$ cat config.mk
export PLATFORM = sky130hd
export DESIGN_NAME = tiled_bg_renderer_flat
export DESIGN_NICKNAME = d
export VERILOG_FILES = /design/src/rtl/bg_pkg.sv /design/src/rtl/tiled_bg_renderer_if.sv /design/src/rtl/bg_palette_bank.sv /design/src/rtl/tiled_bg_renderer.sv /design/src/flat_wrapper.sv
export SDC_FILE = /design/constraint.sdc
export NUM_CORES = 1
export LEC_CHECK = 0
export ABC_CLOCK_PERIOD_IN_PS = 3100
export BUFFER_PORTS_ARGS = -buffer_cell sky130_fd_sc_hd__buf_4
export CORE_MARGIN = 1
export CORE_UTILIZATION = 65
export DETAILED_ROUTE_END_ITERATION = 8
export PLACE_DENSITY = 0.83
export SYNTH_ARGS = -nofsm -noshare
export SYNTH_HDL_FRONTEND = slang
export SYNTH_HIERARCHICAL = 1
export SYNTH_SLANG_ARGS = --single-unit
$ cat constraint.sdc
create_clock -name clk -period 3.1 [get_ports clk]
set_clock_uncertainty 0.2 [all_clocks]
set_input_delay 0.93 -clock clk [delete_from_list [all_inputs] [get_ports clk]]
set_output_delay 0.93 -clock clk [all_outputs]
set_load 0.02 [all_outputs]
$ cat src/rtl/bg_pkg.sv
// bg_pkg
//   Shared types and constants for the tiled background renderer.
//   rgb_t       : 12-bit output colour
//   pal_idx_t   : 2-bit palette index stored in the tile
//   BG_TILE     : 32x32 soil tile. Each row is one 64-bit word, and BG_TILE[ty][tx]
//                 is the 2-bit index at column tx (column 0 sits in the low bits).
//   BG_DEF_PAL  : palette loaded into every band at reset
//   Helpers     : bg_tile_pix (tile lookup), bg_def_color (reset colour per index)
package bg_pkg;

    localparam int BG_TILE_DIM = 32;
    localparam int BG_BPP      = 2;
    localparam int BG_RGB_W    = 12;

    typedef logic [BG_RGB_W-1:0] rgb_t;
    typedef logic [BG_BPP-1:0]   pal_idx_t;

    localparam logic [BG_TILE_DIM-1:0][BG_BPP-1:0] BG_TILE [BG_TILE_DIM] = '{
        64'h5A96_1B27_D8E4_6C93,
        64'h9C3E_72A5_1F84_B6D0,
        64'h27B1_E5C8_409F_3A6E,
        64'hE0D6_9B43_A72C_158F,
        64'h4F82_C61D_3E97_0AB4,
        64'hB375_08EA_D41C_962B,
        64'h1DA9_F437_6B02_E8C6,
        64'h86E4_2D9B_C150_7F3A,
        64'h3C0F_A658_97E2_4DB1,
        64'hD748_1EB3_0C6A_F259,
        64'h6A2D_B90F_E583_17C4,
        64'hF19B_4C76_283D_A0E5,
        64'h08C3_E7A1_5FB6_9D42,
        64'hA5E7_3280_D9C4_6B1F,
        64'h7B16_C9D4_A03E_852F,
        64'hC2F0_8B5E_1796_D3A8,
        64'h4E69_D2A3_F80B_7C15,
        64'h918A_6F0C_B3E5_2D47,
        64'hE5D3_07B8_4A19_C62F,
        64'h3B74_A1E6_9D2C_08F5,
        64'h5C0E_9B37_62F4_A18D,
        64'hA6F2_4D81_C75B_3E09,
        64'h0D9B_E364_A12F_85C7,
        64'h8F41_C2AD_5E06_B739,
        64'h62C8_1F9E_D73A_04BD,
        64'hD05A_B6C2_38E1_9F74,
        64'h29E7_45F0_AC8D_163B,
        64'hB4A1_E83D_0F62_C95E,
        64'h7E3C_920B_D15A_68F4,
        64'hC8D5_3A46_E0B7_21F9,
        64'h1A6F_D7C2_9483_E50B,
        64'hF7B2_068D_3C1E_A451
    };

    localparam rgb_t BG_DEF_PAL [4] = '{12'h000, 12'hC60, 12'hFFC, 12'h630};

    function automatic pal_idx_t bg_tile_pix(input logic [4:0] ty, input logic [4:0] tx);
        return BG_TILE[ty][tx];
    endfunction

    // Indices beyond the four defined soil colours reset to black.
    function automatic rgb_t bg_def_color(input int unsigned idx);
        if (idx < 4) begin
            return BG_DEF_PAL[idx[1:0]];
        end
        return '0;
    endfunction

endpackage

$ cat src/rtl/tiled_bg_renderer_if.sv
// tiled_bg_renderer_if
//   Pixel stream, scroll, palette write port and background output of the renderer.
//   master : pixel counter / CPU side (drives pixels, scroll, palette writes)
//   slave  : renderer side (drives background_RGB, bg_valid)
//   Signals: pixelX, pixelY, pixel_valid, startOfFrame, scroll_x, scroll_y,
//            pal_we, pal_band, pal_idx, pal_data, background_RGB, bg_valid
interface tiled_bg_renderer_if #(
    parameter int TILE_W    = 32,
    parameter int TILE_H    = 32,
    parameter int BPP       = 2,
    parameter int RGB_W     = 12,
    parameter int XY_W      = 11,
    parameter int NUM_BANDS = 4
);

    logic [XY_W-1:0]              pixelX;
    logic [XY_W-1:0]              pixelY;
    logic                         pixel_valid;
    logic                         startOfFrame;
    logic [$clog2(TILE_W)-1:0]    scroll_x;
    logic [$clog2(TILE_H)-1:0]    scroll_y;
    logic                         pal_we;
    logic [$clog2(NUM_BANDS)-1:0] pal_band;
    logic [BPP-1:0]               pal_idx;
    logic [RGB_W-1:0]             pal_data;
    logic [RGB_W-1:0]             background_RGB;
    logic                         bg_valid;

    modport master (
        output pixelX, pixelY, pixel_valid, startOfFrame, scroll_x, scroll_y,
        output pal_we, pal_band, pal_idx, pal_data,
        input  background_RGB, bg_valid
    );

    modport slave (
        input  pixelX, pixelY, pixel_valid, startOfFrame, scroll_x, scroll_y,
        input  pal_we, pal_band, pal_idx, pal_data,
        output background_RGB, bg_valid
    );

endinterface

$ cat src/rtl/bg_palette_bank.sv
// bg_palette_bank
//   Double-buffered per-band palette. Writes go to the shadow copy; commit copies
//   the whole shadow array into the active copy that the renderer reads.
//   Ports:
//     clk, resetN        pixel clock, async active-low reset
//     pal_we/band/idx/data  shadow write port
//     commit             copy shadow -> active (start of frame)
//     rd_band, rd_idx    active palette read address
//     rd_color           combinational read data
module bg_palette_bank
    import bg_pkg::*;
#(
    parameter int BPP       = 2,
    parameter int RGB_W     = 12,
    parameter int NUM_BANDS = 4
) (
    input  logic                         clk,
    input  logic                         resetN,
    input  logic                         pal_we,
    input  logic [$clog2(NUM_BANDS)-1:0] pal_band,
    input  logic [BPP-1:0]               pal_idx,
    input  logic [RGB_W-1:0]             pal_data,
    input  logic                         commit,
    input  logic [$clog2(NUM_BANDS)-1:0] rd_band,
    input  logic [BPP-1:0]               rd_idx,
    output logic [RGB_W-1:0]             rd_color
);

    localparam int BAND_W  = $clog2(NUM_BANDS);
    localparam int NUM_IDX = 2 ** BPP;

    logic [RGB_W-1:0] shadow_pal [NUM_BANDS][NUM_IDX];
    logic [RGB_W-1:0] active_pal [NUM_BANDS][NUM_IDX];

    // The commit reads shadow_pal before this edge's write lands, so a write
    // coincident with commit only becomes visible at the following commit.
    always_ff @(posedge clk or negedge resetN) begin
        if (!resetN) begin
            for (int b = 0; b < NUM_BANDS; b++) begin
                for (int i = 0; i < NUM_IDX; i++) begin
                    shadow_pal[BAND_W'(b)][BPP'(i)] <= RGB_W'(bg_def_color(i));
                    active_pal[BAND_W'(b)][BPP'(i)] <= RGB_W'(bg_def_color(i));
                end
            end
        end else begin
            if (pal_we) begin
                shadow_pal[pal_band][pal_idx] <= pal_data;
            end
            if (commit) begin
                active_pal <= shadow_pal;
            end
        end
    end

    assign rd_color = active_pal[rd_band][rd_idx];

endmodule

$ cat src/rtl/tiled_bg_renderer.sv
// tiled_bg_renderer
//   Repeats a 32x32 2-bpp soil tile across the screen and colours it through a
//   per-band palette. Two-stage pipeline:
//     stage 1: tile index and band from the (scrolled) pixel coordinates
//     stage 2: palette lookup into the registered background_RGB
//   Scroll offsets and the palette are taken over at startOfFrame.
//   Ports:
//     clk     pixel clock
//     resetN  async active-low reset
//     bus     tiled_bg_renderer_if.slave (pixel stream, scroll, palette write, output)
//   Build option: define BG_SCROLL_EN to latch scroll_x/scroll_y at startOfFrame.
//   Without it the scroll inputs are ignored and the tile is rendered unscrolled.
module tiled_bg_renderer
    import bg_pkg::*;
#(
    parameter int TILE_W    = 32,
    parameter int TILE_H    = 32,
    parameter int BPP       = 2,
    parameter int RGB_W     = 12,
    parameter int XY_W      = 11,
    parameter int NUM_BANDS = 4,
    parameter int BAND_H    = 120
) (
    input logic                 clk,
    input logic                 resetN,
    tiled_bg_renderer_if.slave  bus
);

    localparam int TXW    = $clog2(TILE_W);
    localparam int TYW    = $clog2(TILE_H);
    localparam int BAND_W = $clog2(NUM_BANDS);

    logic [TXW-1:0]    sx_act;
    logic [TYW-1:0]    sy_act;
    logic [TXW-1:0]    tx;
    logic [TYW-1:0]    ty;
    logic [BPP-1:0]    idx_c;
    logic [BAND_W-1:0] band_c;

    logic              s1_valid;
    logic [BPP-1:0]    s1_idx;
    logic [BAND_W-1:0] s1_band;
    logic [RGB_W-1:0]  rd_color;

`ifdef BG_SCROLL_EN
    // Offsets only change at frame boundaries so a frame never tears mid-scan.
    always_ff @(posedge clk or negedge resetN) begin
        if (!resetN) begin
            sx_act <= '0;
            sy_act <= '0;
        end else if (bus.startOfFrame) begin
            sx_act <= bus.scroll_x;
            sy_act <= bus.scroll_y;
        end
    end
`else
    assign sx_act = '0;
    assign sy_act = '0;
`endif

    // Tile dimensions are powers of two, so keeping only the low bits of the
    // sum gives the wrap-around for free.
    assign tx    = bus.pixelX[TXW-1:0] + sx_act;
    assign ty    = bus.pixelY[TYW-1:0] + sy_act;
    assign idx_c = BPP'(bg_tile_pix(5'(ty), 5'(tx)));

    // Band boundaries are constants; scanning from the top boundary down leaves
    // the lowest matching band, and anything below the last boundary clamps.
    always_comb begin
        band_c = BAND_W'(NUM_BANDS - 1);
        for (int k = NUM_BANDS - 1; k >= 1; k--) begin
            if (bus.pixelY < XY_W'(k * BAND_H)) begin
                band_c = BAND_W'(k - 1);
            end
        end
    end

    // Stage 1: tile index and band for the incoming pixel.
    always_ff @(posedge clk or negedge resetN) begin
        if (!resetN) begin
            s1_valid <= 1'b0;
            s1_idx   <= '0;
            s1_band  <= '0;
        end else begin
            s1_valid <= bus.pixel_valid;
            if (bus.pixel_valid) begin
                s1_idx  <= idx_c;
                s1_band <= band_c;
            end
        end
    end

    bg_palette_bank #(
        .BPP       (BPP),
        .RGB_W     (RGB_W),
        .NUM_BANDS (NUM_BANDS)
    ) u_palette (
        .clk      (clk),
        .resetN   (resetN),
        .pal_we   (bus.pal_we),
        .pal_band (bus.pal_band),
        .pal_idx  (bus.pal_idx),
        .pal_data (bus.pal_data),
        .commit   (bus.startOfFrame),
        .rd_band  (s1_band),
        .rd_idx   (s1_idx),
        .rd_color (rd_color)
    );

    // Stage 2: colour register. It holds its last colour through blanking so
    // the object mux never sees a glitch on the fallback layer.
    always_ff @(posedge clk or negedge resetN) begin
        if (!resetN) begin
            bus.background_RGB <= '0;
            bus.bg_valid       <= 1'b0;
        end else begin
            bus.bg_valid <= s1_valid;
            if (s1_valid) begin
                bus.background_RGB <= rd_color;
            end
        end
    end

endmodule
$ cat src/flat_wrapper.sv
// flat-port wrapper written by rule: the top's interface ports become plain ports
module tiled_bg_renderer_flat import bg_pkg::*;
#(
    parameter int TILE_W    = 32,
    parameter int TILE_H    = 32,
    parameter int BPP       = 2,
    parameter int RGB_W     = 12,
    parameter int XY_W      = 11,
    parameter int NUM_BANDS = 4,
    parameter int BAND_H    = 120
)
  (clk, resetN, bus_pixelX, bus_pixelY, bus_pixel_valid, bus_startOfFrame, bus_scroll_x, bus_scroll_y, bus_pal_we, bus_pal_band, bus_pal_idx, bus_pal_data, bus_background_RGB, bus_bg_valid);
  tiled_bg_renderer_if #(.TILE_W(TILE_W), .TILE_H(TILE_H), .BPP(BPP), .RGB_W(RGB_W), .XY_W(XY_W), .NUM_BANDS(NUM_BANDS)) bus_i ();
  input logic clk;
  input logic resetN;
  input wire logic [$bits(bus_i.pixelX)-1:0] bus_pixelX;
  input wire logic [$bits(bus_i.pixelY)-1:0] bus_pixelY;
  input wire logic [$bits(bus_i.pixel_valid)-1:0] bus_pixel_valid;
  input wire logic [$bits(bus_i.startOfFrame)-1:0] bus_startOfFrame;
  input wire logic [$bits(bus_i.scroll_x)-1:0] bus_scroll_x;
  input wire logic [$bits(bus_i.scroll_y)-1:0] bus_scroll_y;
  input wire logic [$bits(bus_i.pal_we)-1:0] bus_pal_we;
  input wire logic [$bits(bus_i.pal_band)-1:0] bus_pal_band;
  input wire logic [$bits(bus_i.pal_idx)-1:0] bus_pal_idx;
  input wire logic [$bits(bus_i.pal_data)-1:0] bus_pal_data;
  output wire logic [$bits(bus_i.background_RGB)-1:0] bus_background_RGB;
  output wire logic [$bits(bus_i.bg_valid)-1:0] bus_bg_valid;
  assign bus_i.pixelX = bus_pixelX;
  assign bus_i.pixelY = bus_pixelY;
  assign bus_i.pixel_valid = bus_pixel_valid;
  assign bus_i.startOfFrame = bus_startOfFrame;
  assign bus_i.scroll_x = bus_scroll_x;
  assign bus_i.scroll_y = bus_scroll_y;
  assign bus_i.pal_we = bus_pal_we;
  assign bus_i.pal_band = bus_pal_band;
  assign bus_i.pal_idx = bus_pal_idx;
  assign bus_i.pal_data = bus_pal_data;
  assign bus_background_RGB = bus_i.background_RGB;
  assign bus_bg_valid = bus_i.bg_valid;
  tiled_bg_renderer #(.TILE_W(TILE_W), .TILE_H(TILE_H), .BPP(BPP), .RGB_W(RGB_W), .XY_W(XY_W), .NUM_BANDS(NUM_BANDS), .BAND_H(BAND_H)) u_core (.clk(clk), .resetN(resetN), .bus(bus_i));
endmodule
==> summary by stage, run 1 <==
Power and ir drop
The power density over the cells is 613 nW/um2. The share of total power in the clock network is 33.9%. IR analysis of the VDD net gives a maximum drop of 690 uV.

The relative contribution of combinational cells to total power is 16.0%. The power dissipated by switching net loads is 3520 uW. Net switching is 26.7% of the power. The internal power consumption is 9660 uW. For this design the static power due to leakage is 0.00811 uW. Sequential cells burn 50.1% of the power. The overall power of the completed layout is 13200 uW.

Global route
For met2 alone, demand over resource in global routing was 69.8%. Entering global routing, the biggest net connects 49 pins. The number of global-route vias before repair is 13151. Global routing consumed, on the met1 layer, 57.1% of the routing resources. The global-route congestion overflow total is 0. The most heavily used metal layer in global routing is met2. For this run, the total global-route usage over all layers was measured as 44.2%. The number of antenna violations at the first check in global routing is 1. The first global-routing pass estimated 87.7 mm of wire. For met3 alone, demand over resource in global routing was 8.82%.

Timing
At the pin with the least slew margin, the transition time is 870 ps. Setup repair after global routing could not meet its margin everywhere. The worst max-slew margin expressed relative to the limit is 42.0%.

Setup violations remaining at the end of the flow were counted as 1. The max-slew violation count came to 0. The final worst-path cycle share is 100%.

Counting I/O delays and the setup requirement, the final critical path takes 3110 ps. After layout, the worst setup slack is -8.11 ps. Across all hold checks on the routed design, the worst slack comes to 102 ps. The number of hold-slack violations in the final timing report was 0. Timing would allow up to 0.322 GHz.

Logic synthesis
The netlist area before placement is 17900 um2. The post-synthesis instance total is 1212. The leading register cell type out of synthesis is edfxtp_1. Sequential cells were found to cover 64.4% of the synthesized design area.

The async set-or-reset flop fraction in the synthesized netlist is 28.4%. The number of synthesized flops with an enable pin is 288. The number of nets in the synthesized netlist is 1276. For this run, the number of Yosys warnings is 6. The number of different library cells used by synthesis comes to 78. A synthesized cell averages 14.8 um2.

The count of state elements after synthesis is 402.

Floorplanning
The floorplan has 60 rows. The overall die height is 168 um. The core area is 27000 um2. The starting density of the core is 66.3%. The number of primary I/O pins is 66. The area of the die is 28200 um2.

The floorplan step set the die width to 168 um.

Worst setup path
Traced cell by cell, the critical path runs through buf_4 > clkinvlp_4 > buf_12 > ha_1 > buf_4 > nand2b_1 > buf_4 > a31oi_1 > a311o_1 > a31oi_1 > o31a_1 > o31ai_1 > a32oi_1. The library cell appearing most often on the critical path is buf_4. The largest single stage delay on the critical path is 340 ps. The critical path launch point is bus_pixelY[0]. On the critical path, the stage with the largest delay is an instance of a311o_1. In this run the critical register-to-register path is launched from u_core/s1_band[0]$_DFFE_PN0P_.

The cell count of the worst reg-to-reg path is 5. The startpoint type of the worst setup path is an input port. The data required time at the worst endpoint is 3320 ps. Together, buffers and inverters on the worst path number 5. The setup path with the least slack is of type input port to register. For the worst setup path, the data arrival time is 3330 ps. The worst setup path is captured at a register.

Of all nets on the critical path, the largest fanout is 8. The total number of cells along the worst setup path is 13. The kind of cell with the highest combined delay along the critical path is compound AO/OA/AOI/OAI gates.

CTS
The CTS tree is built. For this design, the CTS-stage hold fixing added 0 buffers. The number of sinks driven by the clock tree is 402.

The H-tree was split into 2 levels. For the worst-skew pair, the clock arrives at the later sink with an insertion delay of 530 ps. The clock root buffer is clkbuf_16.

Counting along the longest clock path gives a buffer depth of 3. The clock-pin slew reported for the worst setup and hold paths after clock tree synthesis is 60 ps. The clock buffer count from CTS is 37.

Final layout
The library cell used most frequently in the layout, excluding fill and tap cells, is edfxtp_1. For this run, the share of the core covered by cells in the final layout is 79.8%. The final design instance area without fill is 21500 um2.

Relative to the synthesized area, the layout overhead comes to 20.3%. The share of post-route cells with drive strength above 1 is 35.3%. The net count of the finished layout is 1509. 0 antenna diodes ended up in the layout. The number of cells in the finished layout apart from fillers is 1815.

Leaving out fill and tap cells, the most frequent cells in the layout are 288 x edfxtp_1, 278 x buf_4, 96 x dfrtp_1.

Run status
The checks that failed: setup timing. The run finished, with violations left.

Detailed routing
After the first detailed-routing iteration, the DRC count stood at 1974. The length of the first detailed-routing pass in iterations is 6. The per-cell via count in the routed design is 7.22. In the routed design, unresolved DRC markers number 0.

The number of nets with antenna violations after routing is 0. Summing over every cut layer, the via total after detailed routing is 13098. For this block, the routed nets add up to 60.7 mm of wire. The wire length per cell is 33.4 um.

Job
The tool flagged a number of max-cap violations equal to 0.

Placement
The half-perimeter wire length after detailed placement is 40.0 mm. In this run the tool buffered the top-level ports with 49 buffer cells. After detailed placement, the design holds a cell count of 1747. The congestion estimate from routability-driven global placement came to 1.04. Once placement finished, the instance area stood at 20200 um2.

Worst hold path
The path class of the lowest-slack min-delay path is input port to asynchronous set/reset pin.
==> state kept, by name, indices dropped and copies added, names as in the netlist <==
signal,flops
u_core/u_palette/shadow_pal,192
u_core/s1_valid,1
u_core/u_palette/active_pal,192
u_core/s1_idx,2
u_core/bus.background_RGB,12
u_core/bus.bg_valid,1
u_core/s1_band,2
==> cells in the mapped netlist (26+ instances only) <==
master / n / share of area, %
mux4_2: 49 / 6.2
edfxtp_1: 288 / 48
o21ai_0: 27 / 0.76
buf_2: 42 / 1.2
dfrtp_1: 98 / 14
nor3_1: 29 / 0.81
clkbuf_1: 30 / 0.63
nor2_1: 43 / 0.90
nand2b_1: 28 / 0.98
mux2_2: 63 / 4.0
nand2_1: 60 / 1.3
a22oi_1: 26 / 1.1
a21oi_1: 59 / 1.7
mux2_1: 46 / 2.9
==> per-stage QoR <==
stage / TNS (ps) / worst slack [ps]
finish: -8.11 / -8.11
global route: -49.2 / -33.4
CTS: 0 / 9.37
detailed placement: -969 / -480
global placement: -878 / -444
floorplan: 0 / 4.98
==> kinds of logic (layout without fill, tap and decap cells) <==
| logic type | count (synthesis) | after routing | synth area share, % |
|---|---|---|---|
| xor gates and xnor gates | 1 | 1 | 0.0490 |
| muxes | 164 | 164 | 13.4 |
| buffers and inverters | 108 | 370 | 3.09 |
| adders and majority gates | 11 | 11 | 0.770 |
| and+or+nand+nor | 248 | 248 | 7.08 |
| DFF | 402 | 402 | 64.4 |
| AOI/OAI and AO/OA | 278 | 278 | 11.2 |
==> what timing repair did <==
item | CTS | global route
setup endpoints to repair | 1 | 2
buffers inserted | 0 | 0
resized for setup | 1 | 24
pin swaps | 0 | 4
gates cloned | 0 | 0
==> metal layers <==
layer	vias up	part of all wire, %
met5	-	0.021
met1	6366	34
met2	1149	47
met3	318	11
li1	5263	-
met4	2	7.4
==> power groups by stage <==
stage	Sequential (uW)	Clock (uW)	Combinational [uW]
final	6610	4460	2110
after global routing	6620	4680	2180
after CTS	6590	4490	2030
after detailed placement	6650	0	1970
after global placement	6550	0	1880
after floorplan	6550	0	1040
==> area by class of cell <==
| type | instances | area, um2 |
|---|---|---|
| clock buffer | 52 | 1050 |
| clock inverter | 16 | 141 |
| fill | 1343 | 5430 |
| inverter | 9 | 40.0 |
| multi-input combinational | 702 | 5950 |
| sequential | 402 | 11500 |
| tap | 341 | 427 |
| timing repair buffer | 293 | 2380 |
==> path summary, 6_finish.rpt <==
kind | to | slack (ps)
setup / recovery | u_core/s1_idx[0]$_DFFE_PN0P_ | -8
hold / removal | u_core/bus.background_RGB[0]$_DFFE_PN0P_ | 100
setup reg to reg | u_core/bus.background_RGB[2]$_DFFE_PN0P_ | 400
hold reg to reg | u_core/u_palette/active_pal[55]$_DFFE_PP_ | 210
max in group asynchronous | u_core/u_palette/active_pal[127]$_DFFE_PN0P_ | 1710
min in group clk | u_core/u_palette/active_pal[55]$_DFFE_PP_ | 210
Note: power is estimated with default switching activity, not from simulation.
==> run 2, diff against run 1 <==
--- a/config.mk
+++ b/config.mk
@@ -8,9 +8,9 @@
 export ABC_CLOCK_PERIOD_IN_PS = 3100
 export BUFFER_PORTS_ARGS = -buffer_cell sky130_fd_sc_hd__buf_4
 export CORE_MARGIN = 1
-export CORE_UTILIZATION = 65
+export CORE_UTILIZATION = 45
 export DETAILED_ROUTE_END_ITERATION = 8
-export PLACE_DENSITY = 0.83
+export PLACE_DENSITY = 0.61
 export SYNTH_ARGS = -nofsm -noshare
 export SYNTH_HDL_FRONTEND = slang
 export SYNTH_HIERARCHICAL = 1
==> summary by stage, run 2 (synthesized netlist as in run 1, its figures left out) <==
Power and ir drop
The power density over the cells is 608 nW/um2. The largest voltage drop on the vdd net is 493 uV. The overall power of the completed layout is 13500 uW. The leakage power total is 0.00840 uW.

Final layout
The number of antenna diodes in the final layout is 0. In the final layout, the registers with the most flip-flops are u_core/u_palette/active_pal x192, u_core/u_palette/shadow_pal x192, u_core/bus.background_RGB x12. After routing the design area is 22200 um2. The share of post-route cells with drive strength above 1 is 37.1%. The final layout contains 1539 nets. The relative area change from synthesis to final layout is 24.2%. Leaving out filler cells and counting taps, the final layout contains 2026. In the layout the commonest cells are 299 x buf_4, 288 x edfxtp_1, 96 x dfrtp_1. The commonest non-fill, non-tap cell in the layout is buf_4.

Global route
The number of global-route vias before repair came to 12334. The first global-routing pass estimated 81.0 mm of wire. Entering global routing, the biggest net connects 71 pins.

The number of antenna violations at the first check in global routing was 2. Global routing used 27.5% of the available tracks across all layers. The global-route congestion overflow total is 0.

Floorplanning
The floorplan has 72 rows. In this run the vertical extent of the chip is 201 um. The area of the die is 40500 um2. The starting density of the core is 45.9%. The core area is 38900 um2. The number of primary I/O pins is 66.

The horizontal die dimension is 201 um.

Worst setup path
Along the worst path, the maximum fanout reaches 6. The arrival time at the worst endpoint is 3320 ps. The critical path launch point is bus_pixelY[0]. The critical path start-end classification is input port to register. For the worst setup path, the data required time is 3310 ps. The cell count of the worst reg-to-reg path is 5. The slack of the worst reg-to-reg path is 590 ps. The startpoint identified for the worst register-to-register timing path is u_core/s1_band[0]$_DFFE_PN0P_.

The endpoint identified for the worst register-to-register timing path is u_core/bus.background_RGB[9]$_DFFE_PN0P_. The startpoint type of the worst setup path is an input port. STA classifies the critical path endpoint as a register.

Following the worst setup path forward leads to its endpoint at u_core/s1_idx[1]$_DFFE_PN0P_.

Detailed routing
After detailed routing, the average wire length per cell comes to 27.2 um. The DRC violations left is 0. In this run, the number of DRC markers left after iteration 0 of detailed routing was 1011. After detailed routing, the total wire length is 55.2 mm.

The first TritonRoute pass finished after 7 iterations. The overall via count from detail_route is 12107. The number of nets with antenna violations after routing is 0. After detailed routing, the number of vias per cell comes to 5.98.

Placement
At the end of routability-driven placement, the weighted congestion stood at 1.00. In this run the cell area measured after placement is 20700 um2. The half-perimeter wire length after detailed placement is 39.1 mm. After detailed placement, the design holds a cell count of 1949. At the placement stage, the worst setup path has a slack of -754 ps. The count of input and output buffers is 49.

Timing
Headroom to the max-slew limit came out at 38.6%. The final worst-path cycle share is 100%. The smallest clock period supported by the final layout is computed as 3110 ps. The total of endpoints with negative setup slack in the final report is 1. Based on the critical path, the design can be clocked at up to 0.322 GHz.

The max-slew violation count was 0. The number of hold-slack violations in the final timing report was 0. The tightest hold path in the finished design has a slack of 211 ps. The actual transition at the worst max-transition pin is 921 ps.

In the post-route analysis, the smallest setup slack over all paths is -9.64 ps. Setup repair after global routing could not meet its margin everywhere.

Run status
The flow ran to the end, but the final reports show violations. The checks that failed: setup timing.

CTS
The root buffer cell chosen for the clock tree is clkbuf_16. The clock latency on the worst-skew pair is 560 ps. The clock-pin slew reported for the worst setup and hold paths after clock tree synthesis is 60 ps. The CTS H-tree depth is 2. No sink is reached through more buffers than the 3 on the longest clock path. The clock drives 402 sinks. The clock buffer count from CTS is 41. TritonCTS built the clock tree. Post-CTS timing repair inserted 0 buffers for setup.

Worst hold path
The path class of the lowest-slack min-delay path is register to register.

Job
The max-cap violation count is 0.
run 2: changes by cell type in the layout (fill, tap and decap cells not counted), sizes merged:
cell / delta
bufinv: +3
clkbuf: +7
dlygate4sd3: +1
buf: +25
clkinv: +1
inv: +1
clkinvlp: -4
run 2: per-stage QoR:
step	setup TNS [ps]	util [%]
6_report	-9.64	57.1
5_1_grt	-18.0	57.1
4_1_cts	-11.4	56.8
3_5_place_dp	-1470	53.1
3_3_place_gp	-1460	53.1
2_1_floorplan	0	-
run 2: worst max-delay path, stage by stage:
cell and delay [ps]:
buf_4 140, buf_12 130, buf_4 140, ha_2 240, nor2b_1 160, nor3_1 640
nor3_1 100, o221ai_1 200, o311ai_2 130, buf_4 160, o21ai_1 80, buf_4 170
a2111oi_4 80
run 2: worst min path at each step:
stage | start | end | slack [ps] | cells past startpoint
finish | u_core/u_palette/shadow_pal[86]$_DFFE_PP_ | u_core/u_palette/active_pal[86]$_DFFE_PP_ | 210 | 0
global route | u_core/u_palette/shadow_pal[24]$_DFFE_PP_ | u_core/u_palette/active_pal[24]$_DFFE_PP_ | 220 | 0
CTS | u_core/u_palette/shadow_pal[21]$_DFFE_PP_ | u_core/u_palette/active_pal[21]$_DFFE_PP_ | 210 | 0
detailed placement | u_core/u_palette/shadow_pal[105]$_DFFE_PP_ | u_core/u_palette/active_pal[105]$_DFFE_PP_ | 200 | 0
global placement | u_core/u_palette/shadow_pal[31]$_DFFE_PP_ | u_core/u_palette/active_pal[31]$_DFFE_PP_ | 200 | 0
floorplan | u_core/u_palette/shadow_pal[0]$_DFFE_PP_ | u_core/u_palette/active_pal[0]$_DFFE_PP_ | 200 | 0
run 2: power by group:
part           total, uW  switching, uW  internal (uW)
Sequential          6470            232           6240
Combinational       2040           1090            949
Clock               4990           2000           2990
Total              13500           3330          10200
run 2: final cells by class:
cell class / instances / area [um2]
Fill cell: 3207 / 16700
Sequential cell: 402 / 11500
Multi-Input combinational cell: 702 / 5990
Timing Repair Buffer: 319 / 2610
Clock buffer: 59 / 1170
Tap cell: 518 / 648
Clock inverter: 17 / 219
Inverter: 9 / 40.0
run 2: metal layers:
| metal | global-route usage [%] | vias to the layer above | part of all wire (%) |
|---|---|---|---|
| met5 | 0 | - | 0.027 |
| met4 | 10.0 | 2 | 3.4 |
| met3 | 3.94 | 114 | 6.3 |
| met2 | 43.0 | 500 | 46 |
| met1 | 39.5 | 6177 | 45 |
| li1 | - | 5314 | - |
run 2: timing repair:
action                                  in CTS  in global routing
endpoints found under the hold margin        1                  0
gates cloned                                 0                  0
pin swaps                                    1                  9
endpoints found under the setup margin       2                  2
gates resized for setup                      6                 26
hold buffers                                 1                  0
==> run 3, diff against run 2 <==
--- a/config.mk
+++ b/config.mk
@@ -5,7 +5,7 @@
 export SDC_FILE = /design/constraint.sdc
 export NUM_CORES = 1
 export LEC_CHECK = 0
-export ABC_CLOCK_PERIOD_IN_PS = 3100
+export ABC_AREA = 1
 export BUFFER_PORTS_ARGS = -buffer_cell sky130_fd_sc_hd__buf_4
 export CORE_MARGIN = 1
 export CORE_UTILIZATION = 45
==> summary by stage, run 3 <==
Power and ir drop
For this design the ratio of total power to cell area is 601 nW/um2. The relative contribution of combinational cells to total power is 16.0%. Summed over all nets, the switching power comes to 3570 uW. The power share of the sequential group is 48.2%. In this run, the clock network consumes 35.9% of the power.

The internal portion of the total power is 9590 uW. The fraction of power spent switching nets is 27.1%. In this run the static leakage power is 0.00971 uW. Across the VDD grid, the largest voltage drop is 652 uV.

Logic synthesis
The number of synthesized flops with an enable pin is 288. After synthesis, the share of flip-flops with an asynchronous set or reset is 28.4%. The synthesized area divided by synthesized cell count is 9.45 um2. The most frequent cell after synthesis is nand2_1. The synthesized design contains 402 register bits.

The synthesized netlist contains 31 unique library cells. The Yosys step of the flow raised 6 warnings. The netlist area before placement is 18400 um2. The number of nets in the synthesized netlist is 2008. In this run the biggest area consumer among cell types represents 47.1% of the synthesized area. In the post-synthesis netlist, the biggest area contributors are edfxtp_1 47%, nand2_1 13%, dfrtp_1 13%. Synthesis produced 1944 cells. The share of the Yosys chip area taken by registers is 62.7%. edfxtp_1 takes more of the synthesized area than any other cell.

The commonest cells after synthesis are 654 x nand2_1, 295 x nand3_1, 288 x edfxtp_1. The leading register cell type out of synthesis is edfxtp_1.

Worst setup path
STA classifies the critical path startpoint as an input port. STA puts the critical path data required time at 3340 ps. The critical path start-end classification is input port to register. In this design, the stage delay of the slowest critical-path cell is 380 ps. The kind of cell with the highest combined delay along the critical path is simple AND/OR/NAND/NOR gates. Data on the critical path arrives at its endpoint at 2910 ps. The worst-path cell with the longest stage delay is ha_1. The largest fanout on the critical path is 5.

The critical path goes through buf_4 > inv_2 > ha_1 > nand2_1 > buf_4 > nand2_1 > nor2_1 > nor2_1 > nand2_1 > nand3_1 > nand3_1 > nand3_1 > nand3_1 > nand3_1 > nand2_1. The total buffers and inverters traversed by the critical path is 3. The worst setup path is captured at a register. Counting stages on the worst path, the most repeated cell is nand3_1.

Final layout
The largest registers in the layout are u_core/u_palette/active_pal x192, u_core/u_palette/shadow_pal x192, u_core/bus.background_RGB x12. In the final layout, the multi-input gates occupy 5570 um2. In the final layout, the share of cells above drive strength 1 is 16.0%. The number of cells in the finished layout apart from fillers is 2677. In the final layout, flip-flops and latches occupy 11500 um2. The library cells used most frequently in the layout, excluding fill and tap cells, are 653 x nand2_1, 295 x nand3_1, 288 x edfxtp_1. The final layout net count is 2183. The final core utilization is 54.7%. The number of filler cells placed in the layout is 3615. The relative area change from synthesis to final layout is 19.1%. The commonest non-fill, non-tap cell in the layout is nand2_1. The finished cells cover 21900 um2.

Timing
The max-slew violation count came to 0. The final critical path time including I/O delays and setup is 2670 ps. The tightest hold path in the finished design has a slack of 215 ps.

The final worst-path cycle share is 86.0%. The maximum achievable frequency is 0.375 GHz. Setup violations remaining at the end of the flow were counted as 0. The final sum of negative setup slack is 0 ps. Setup repair after global routing left no endpoint under its margin. The worst pin sits at a relative slew slack of 41.0%.

The number of hold-slack violations in the final timing report is 0. For the pin with the worst max-slew slack, the measured transition is 885 ps.

Worst hold path
The tightest min-delay check is of the input port to asynchronous set/reset pin type.

Floorplanning
The area of the die is 41600 um2. During I/O placement, the number of pins put on the boundary was 66. The starting density of the core is 45.9%. The die is 204 um wide.

The floorplan step set the die height to 204 um. The core area is 40000 um2. In this run the core area contains 73 standard-cell rows.

CTS
The clock-pin slew reported for the worst setup and hold paths after clock tree synthesis is 60 ps. The number of sinks driven by the clock tree is 402. The longest clock path from root to sink contains 3 buffers.

The post-CTS setup repair buffer count is 0. The number of clock buffers added by TritonCTS is 43. Clock tree synthesis selected as its root buffer the cell clkbuf_16. Buffers inserted to repair hold after CTS numbered 0. The count of cells resized by post-cts repair is 0. The clock latency on the worst-skew pair is 580 ps. The CTS H-tree depth is 2.

TritonCTS built the clock tree.

Run status
The run finished with clean final reports.

Placement
In this run the tool buffered the top-level ports with 49 buffer cells. The global placer's final weighted congestion is 0.980. The half-perimeter wire length after detailed placement is 37.7 mm. After detailed placement, the design holds a cell count of 2599. After detailed placement, the total cell area comes to 20600 um2.

Detailed routing
For this block, the via count after detailed routing is 14111. The first routing iteration left 1307 violations. The count of nets left with antenna violations once routing finished came out at 0. After detailed routing, the number of vias per cell comes to 5.27. The length of the first detailed-routing pass in iterations is 6.

The wire length per cell is 20.8 um. The post-detailed-routing wire length is 55.6 mm. The DRC violations left is 0.

Job
The max-cap violation count is 0.

Global route
Entering global routing, the biggest net connects 98 pins. The global router's overall resource usage is 27.5%. The number of global-route vias before repair is 13820. The number of antenna violations at the first check in global routing came to 2. For this run the aggregate overflow at the end of global routing stands at 0. The first-pass GRT wire length is 83.5 mm.
[run 3: changes by cell type in the layout (fill, tap and decap cells not counted), moves of 26 or more]
| cell | before | now |
|---|---|---|
| nand2b_1 | 26 | 0 |
| mux2_1 | 46 | 0 |
| inv_1 | 7 | 200 |
| nor2_1 | 43 | 78 |
| buf_4 | 299 | 205 |
| mux4_2 | 49 | 0 |
| mux2_2 | 63 | 12 |
| nand2_1 | 60 | 653 |
| o21ai_0 | 26 | 90 |
| nand3_1 | 18 | 295 |
[run 3: metal layers]
layer	wire (um)	share of wire (%)	vias to the layer above	global-route usage, %
li1	-	-	6755	-
met1	24400	44	6769	38.0
met2	26000	47	500	44.4
met3	3690	6.6	87	3.59
met4	1620	2.9	0	10.1
met5	0	0	-	0
[run 3: power groups by stage]
stage               clock network, uW  registers (uW)  logic, uW
finish                           4720            6340       2100
global route                     5030            6370       2320
CTS                              4830            6340       2090
detailed placement                  0            6440       2080
global placement                    0            6430       2060
floorplan                           0            6460       1150
[run 3: worst reg2reg max path: stages (launching register included)]
cell and delay, ps:
dfrtp_4 490, clkinv_2 280, buf_4 310, nand2_1 80, nand3_1 80, nand3_1 100, nand3_1 150, nand2_1 110
mux2_2 270
[run 3: logic make-up (layout without fill, tap and decap cells)]
logic type               Yosys count  in the layout  share of synthesized area, %
adder cells (fa/ha/maj)           11             11                         0.749
other                              0              2                             0
AO/OA/AOI/OAI                    149            149                          4.38
AND/OR/NAND/NOR                 1062           1062                          24.3
flip-flops                       402            402                          62.7
buffers and inverters            308            514                          7.12
multiplexers                      12             12                         0.736
[run 3: area by class of cell]
cell class                      instances  area share (%)
Multi-Input combinational cell       1234            25.4
Sequential cell                       402            52.7
Tap cell                              525            3.00
Clock inverter                         17           0.721
Inverter                              208            3.59
Antenna cell                            2          0.0229
Timing Repair Buffer                  230            9.32
Clock buffer                           59            5.19
[run 3: through the flow]
| stage | setup slack [ps] | power (uW) |
|---|---|---|
| floorplan | -875 | 7610 |
| global route | 293 | 13700 |
| CTS | 515 | 13300 |
| detailed placement | -56.2 | 8520 |
| finish | 434 | 13200 |
| global placement | -98.5 | 8490 |
[run 3: path summary, 6_finish.rpt]
check | start | end | slack (ps) | depth (start not counted)
max | bus_pixelY[1] | u_core/s1_idx[0]$_DFFE_PN0P_ | 430 | 15
min | resetN | u_core/u_palette/shadow_pal[187]$_DFFE_PN0P_ | 210 | 2
max reg2reg | u_core/s1_band[0]$_DFFE_PN0P_ | u_core/bus.background_RGB[4]$_DFFE_PN0P_ | 900 | 8
min reg2reg | u_core/u_palette/shadow_pal[163]$_DFFE_PP_ | u_core/u_palette/active_pal[163]$_DFFE_PP_ | 220 | 0
max in group asynchronous | resetN | u_core/s1_band[0]$_DFFE_PN0P_ | 1320 | 3
min in group clk | u_core/u_palette/shadow_pal[163]$_DFFE_PP_ | u_core/u_palette/active_pal[163]$_DFFE_PP_ | 220 | 0
